`config.mk`:
```
export PLATFORM = sky130hd
export DESIGN_NAME = cpu_fetch_unit
export DESIGN_NICKNAME = d
export VERILOG_FILES = /design/src/rtl/cpu_fetch_unit.sv
export SDC_FILE = /design/constraint.sdc
export NUM_CORES = 1
export LEC_CHECK = 0
export CAP_MARGIN = 20
export CORE_MARGIN = 2
export CORE_UTILIZATION = 56
export DETAILED_ROUTE_END_ITERATION = 8
export GPL_TIMING_DRIVEN = 0
export PLACE_DENSITY = 0.85
export SKIP_CTS_REPAIR_TIMING = 1
export SLEW_MARGIN = 25
export SYNTH_ARGS = -nofsm -noshare
export SYNTH_HDL_FRONTEND = slang
export SYNTH_SLANG_ARGS = --single-unit
```
`constraint.sdc`:
```
create_clock -name clk -period 7.25 [get_ports clk]
set_input_delay 1.45 -clock clk [delete_from_list [all_inputs] [get_ports clk]]
set_output_delay 1.45 -clock clk [all_outputs]
set_load 0.1 [all_outputs]
```
`src/rtl/cpu_fetch_unit.sv`:
```
// cpu_fetch_unit: decoupled instruction-fetch front end.
// Issues word-aligned fetch requests under a credit limit so the prefetch
// queue can never overflow. Responses are pushed into the queue in order,
// and {pc, instr} pairs are delivered to decode over a valid/ready handshake.
// A redirect flushes the queue, restarts fetch at a new PC, and arranges
// for every response still in flight to be discarded when it returns.
module cpu_fetch_unit #(
    parameter int unsigned           ADDR_WIDTH = 32,
    parameter int unsigned           DEPTH      = 4,
    parameter logic [ADDR_WIDTH-1:0] RESET_PC   = '0
) (
    input  logic                  clk,
    input  logic                  rst,

    // instruction-memory request channel
    output logic                  imem_req_valid,
    input  logic                  imem_req_ready,
    output logic [ADDR_WIDTH-1:0] imem_req_addr,

    // instruction-memory response channel (in order, no backpressure)
    input  logic                  imem_rsp_valid,
    input  logic [31:0]           imem_rsp_data,

    // decode-side channel
    output logic                  instr_valid,
    input  logic                  instr_ready,
    output logic [31:0]           instr_data,
    output logic [ADDR_WIDTH-1:0] instr_pc,

    // control
    input  logic                  redirect_valid,
    input  logic [ADDR_WIDTH-1:0] redirect_pc,
    input  logic                  halt
);

    localparam int unsigned PTR_W = (DEPTH > 1) ? $clog2(DEPTH) : 1;
    // Counters must hold the value DEPTH itself, hence one extra bit.
    localparam int unsigned CNT_W = PTR_W + 1;

    localparam logic [CNT_W:0]        CREDIT_LIMIT = (CNT_W + 1)'(DEPTH);
    localparam logic [ADDR_WIDTH-1:0] PC_STEP      = ADDR_WIDTH'(4);
    localparam logic [PTR_W-1:0]      PTR_ONE      = PTR_W'(1);
    localparam logic [CNT_W-1:0]      CNT_ONE      = CNT_W'(1);

    // ------------------------------------------------------------------
    // State
    // ------------------------------------------------------------------
    logic [ADDR_WIDTH-1:0] fetch_pc_q, fetch_pc_d;
    logic [ADDR_WIDTH-1:0] head_pc_q, head_pc_d;
    logic [PTR_W-1:0]      rd_ptr_q, rd_ptr_d;
    logic [PTR_W-1:0]      wr_ptr_q, wr_ptr_d;
    logic [CNT_W-1:0]      count_q, count_d;
    logic [CNT_W-1:0]      outstanding_q, outstanding_d;
    logic [CNT_W-1:0]      drop_q, drop_d;
    logic [31:0]           mem_q [DEPTH];

    // ------------------------------------------------------------------
    // Handshake decode
    // ------------------------------------------------------------------
    logic [ADDR_WIDTH-1:0] redirect_pc_aligned;
    logic [CNT_W:0]        credit_used;
    logic                  credit_ok;
    logic                  req_fire;
    logic                  pop;
    logic                  push;
    logic                  rsp_discard;

    // The low two bits of a redirect target are meaningless for word fetch.
    logic unused_redirect_lsbs;
    assign unused_redirect_lsbs = ^redirect_pc[1:0];

    assign redirect_pc_aligned = {redirect_pc[ADDR_WIDTH-1:2], 2'b00};

    // Every accepted request reserves a queue slot until its word is
    // popped, so queued plus in-flight words can never exceed DEPTH.
    assign credit_used = {1'b0, count_q} + {1'b0, outstanding_q};
    assign credit_ok   = credit_used < CREDIT_LIMIT;

    // Gated by rst so nothing is offered to memory while reset is held.
    assign imem_req_valid = !rst && !halt && !redirect_valid && credit_ok;
    assign imem_req_addr  = fetch_pc_q;
    assign req_fire       = imem_req_valid && imem_req_ready;

    assign instr_valid = (count_q != '0);
    assign instr_data  = mem_q[rd_ptr_q];
    assign instr_pc    = head_pc_q;
    assign pop         = instr_valid && instr_ready;

    // A response is discarded if it predates a redirect (drop pending) or
    // arrives in the same cycle as a redirect.
    assign rsp_discard = imem_rsp_valid && (drop_q != '0);
    assign push        = imem_rsp_valid && (drop_q == '0) && !redirect_valid;

    // ------------------------------------------------------------------
    // Next-state logic
    // ------------------------------------------------------------------

    // Program-counter tracking for the fetch side and the queue head.
    always_comb begin
        // NOTE: every always_comb output gets a default first; a path that
        // leaves one unassigned would infer a latch.
        fetch_pc_d = fetch_pc_q;
        head_pc_d  = head_pc_q;
        if (redirect_valid) begin
            fetch_pc_d = redirect_pc_aligned;
            head_pc_d  = redirect_pc_aligned;
        end else begin
            if (req_fire) begin
                fetch_pc_d = fetch_pc_q + PC_STEP;
            end
            if (pop) begin
                head_pc_d = head_pc_q + PC_STEP;
            end
        end
    end

    // Queue pointers and occupancy; a redirect empties the queue even if
    // a consume completed in the same cycle.
    always_comb begin
        rd_ptr_d = rd_ptr_q;
        wr_ptr_d = wr_ptr_q;
        count_d  = count_q;
        if (redirect_valid) begin
            rd_ptr_d = '0;
            wr_ptr_d = '0;
            count_d  = '0;
        end else begin
            if (pop) begin
                rd_ptr_d = rd_ptr_q + PTR_ONE;
            end
            if (push) begin
                wr_ptr_d = wr_ptr_q + PTR_ONE;
            end
            count_d = count_q + CNT_W'(push) - CNT_W'(pop);
        end
    end

    // In-flight bookkeeping: outstanding requests and responses to drop.
    always_comb begin
        outstanding_d = outstanding_q + CNT_W'(req_fire) - CNT_W'(imem_rsp_valid);
        drop_d        = drop_q;
        if (redirect_valid) begin
            // Everything still in flight after this cycle's response is
            // stale. drop never exceeds outstanding, so this also covers
            // any drops left over from an earlier redirect.
            drop_d = outstanding_d;
        end else if (rsp_discard) begin
            drop_d = drop_q - CNT_ONE;
        end
    end

    // ------------------------------------------------------------------
    // Registers
    // ------------------------------------------------------------------

    // Control and pointer state, cleared asynchronously by rst.
    always_ff @(posedge clk or posedge rst) begin
        // NOTE: sequential state uses non-blocking assignments so every
        // register samples its pre-edge inputs regardless of block order.
        if (rst) begin
            fetch_pc_q    <= RESET_PC;
            head_pc_q     <= RESET_PC;
            rd_ptr_q      <= '0;
            wr_ptr_q      <= '0;
            count_q       <= '0;
            outstanding_q <= '0;
            drop_q        <= '0;
        end else begin
            fetch_pc_q    <= fetch_pc_d;
            head_pc_q     <= head_pc_d;
            rd_ptr_q      <= rd_ptr_d;
            wr_ptr_q      <= wr_ptr_d;
            count_q       <= count_d;
            outstanding_q <= outstanding_d;
            drop_q        <= drop_d;
        end
    end

    // Instruction storage: write the accepted response at the tail.
    always_ff @(posedge clk) begin
        // NOTE: the data array is deliberately not reset; occupancy gates
        // instr_valid, so stale contents are never observed and the array
        // can map onto plain flops or a register file.
        if (push) begin
            mem_q[wr_ptr_q] <= imem_rsp_data;
        end
    end

endmodule
```
==> impl_metrics.env <==
export IMPL_run_status="finished clean"
export IMPL_die_w_microns=130
export IMPL_rows=46
export IMPL_final_common_cell="clkdlybuf4s50_1"
export IMPL_antenna_found_initial=0
export IMPL_worstSetupEndpointType="output pin"
export IMPL_p_per_area_mw_per_mm2=348
export IMPL_start_kind="input port"
export IMPL_ys_async_sr_fraction_pct=36.3
export IMPL_clock_latency_ns=0.49
export IMPL_period_needed_ns=5.01
export IMPL_tightest_slew_ns=1.08
export IMPL_place_hpwl_microns=15500
export IMPL_syn_area_sq_mm=0.00891
export IMPL_gp_congestion=0.955
export IMPL_r2r_start="count_q[2]"
export IMPL_cts_buffers=21
export IMPL_synthFlopType="edfxtp_1"
export IMPL_setup_violations_final=0
export IMPL_ir_drop_uv=238
export IMPL_core_sq_mm=0.0157
export IMPL_ys_types=49
export IMPL_boundaryPins=169
export IMPL_vias_per_cell=5.93
export IMPL_overflow=0
export IMPL_worstHoldStart="outstanding_q[0]"
export IMPL_io_buffers=161
export IMPL_die_area_sq_mm=0.0169
export IMPL_grt_pass1_vias=6495
export IMPL_die_h_microns=130
export IMPL_num_vias=6337
export IMPL_drtIter0Drc=544
export IMPL_ys_warn_count=0
export IMPL_period_share_pct=69.2
export IMPL_fin_ws_ns=2.24
export IMPL_diodes=0
export IMPL_track_usage_pct=26.6
export IMPL_syn_inst=645
export IMPL_ctsHtreeMaxLevel=1
export IMPL_r2r_end="drop_q[2]"
export IMPL_cts_num_sinks=201
export IMPL_clock_root_buffer="clkbuf_16"
export IMPL_p_leak_nw=4.23
export IMPL_wirelength_microns=22500
export IMPL_start_util_pct=56.7
export IMPL_whs_path_depth=1
export IMPL_grt_max_degree=45
export IMPL_relSlewSlack_pct=27.5
export IMPL_clk_pin_slew_ns=0.06
export IMPL_crit_required_ns=5.80
export IMPL_seq_area_frac_synth_pct=63.6
export IMPL_grt_first_pass_wirelength_microns=34700
export IMPL_synth_avg_cell_area_sq_um=13.8
export IMPL_drc=0
export IMPL_cts_max_path_buffers=3
export IMPL_nets=924
export IMPL_drtAntennaViolNets=0
export IMPL_critPathArrivalTime_ns=3.56
export IMPL_clock_fmax_mhz=199
export IMPL_fin_worst_skew_ns=0.00888
export IMPL_fin_setup_tns_ns=0
export IMPL_drv_slew=0
export IMPL_r2r_slack_ns=4.00
export IMPL_synth_edff_count=128
export IMPL_holdPathEnd="outstanding_q[0]"
export IMPL_drtPass1Iterations=7
export IMPL_cap_violations=0
export IMPL_hold_path_class="reg2reg"
export IMPL_rsz0062_at_grt="no"
export IMPL_drive_gt1_share_pct=12.0
export IMPL_cts_tree="built"
export IMPL_ys_ff_latch=201
export IMPL_dp_slack_ns=2.23
export IMPL_reg2reg_depth=13
export IMPL_avgRoutedWirePerCell_microns=21.0
export IMPL_final_hold_viol_count=0
export IMPL_synthToLayoutAreaGrowth_pct=30.7
export IMPL_worstPathMaxFanout=2
export IMPL_layout_common_cells="clkdlybuf4s50_1, edfxtp_1, dfrtp_1"
export IMPL_path_class="in2out"
worst max-delay path, cell delays in order:
cell	delay, ns
clkdlybuf4s50_1	0.47
nor4_1	0.30
and3_1	0.21
clkdlybuf4s50_1	1.13
through the flow:
stage / power, mW / hold WS [ns] / util [%] / instance area, sq um / cells
2_1_floorplan: 2.60 / 0.500 / - / 8920 / 648
3_3_place_gp: 2.95 / 0.529 / 68.8 / 10800 / 1025
3_5_place_dp: 2.99 / 0.540 / 69.7 / 11000 / 1030
4_1_cts: 4.07 / 0.559 / 74.1 / 11600 / 1068
5_1_grt: 4.20 / 0.593 / 74.1 / 11600 / 1068
6_report: 4.05 / 0.554 / 74.1 / 11600 / 1068
worst max path at each step:
stage | start | endpoint | cells past startpoint
floorplan | rst | imem_req_valid | 2
global placement | rst | imem_req_valid | 4
detailed placement | rst | imem_req_valid | 4
CTS | rst | imem_req_valid | 4
global route | rst | imem_req_valid | 4
finish | rst | imem_req_valid | 4
synthesized netlist by cell type, types with 8 or more instances:
cell type / instances / area share (%)
a21oi_1: 8 / 0.45
xnor2_1: 16 / 1.6
nor2_1: 26 / 1.1
o211ai_1: 12 / 1.0
ha_1: 14 / 2.0
edfxtp_1: 128 / 43
nand4_1: 19 / 1.3
inv_1: 17 / 0.72
nand3_1: 32 / 1.8
xor2_1: 18 / 1.8
o311ai_0: 10 / 0.98
mux4_2: 32 / 8.1
and2_1: 12 / 0.84
nand2_1: 68 / 2.9
clkbuf_1: 16 / 0.67
and3_1: 14 / 0.98
dfrtp_1: 73 / 20
o21ai_0: 46 / 2.6
cell type report:
cell class              instances  area [sq um]
flip-flops and latches        201          5670
multi-input cells             397          3030
clock buffers                  25           551
plain buffers                  31           154
well taps                     216           270
inverters                      19          73.8
repair buffers                166          1750
clock inverters                13           144
fillers                       983          4070
routing by layer:
metal	vias up	track usage, %	wire (microns)
met5	-	0	0
met4	0	8.41	522
met3	48	5.33	2040
met2	334	44.5	11000
met1	3127	35.6	8900
li1	2828	-	-
sequential cells by signal, indices dropped and copies added (netlist names):
name and flops:
mem_q 128, imem_req_addr 30, instr_pc 30, count_q 3, drop_q 3, outstanding_q 3
rd_ptr_q 2, wr_ptr_q 2
cells by family (layout without fill, tap and decap cells):
group / Yosys count / after routing / synth area share (%)
mux: 39 / 39 / 8.91
compound gates: 90 / 90 / 6.25
fa+ha+maj: 16 / 16 / 2.41
simple gates: 214 / 214 / 12.9
flops: 201 / 201 / 63.6
other cells: 1 / 4 / 0.0421
buf+inv: 50 / 254 / 2.53
xor+xnor: 34 / 34 / 3.34
power by group:
group / switching [mW] / internal [mW]
Sequential: 0.0924 / 1.31
Combinational: 1.13 / 0.438
Clock: 0.427 / 0.650
Total: 1.65 / 2.40
(Power assumes the default switching activity.)
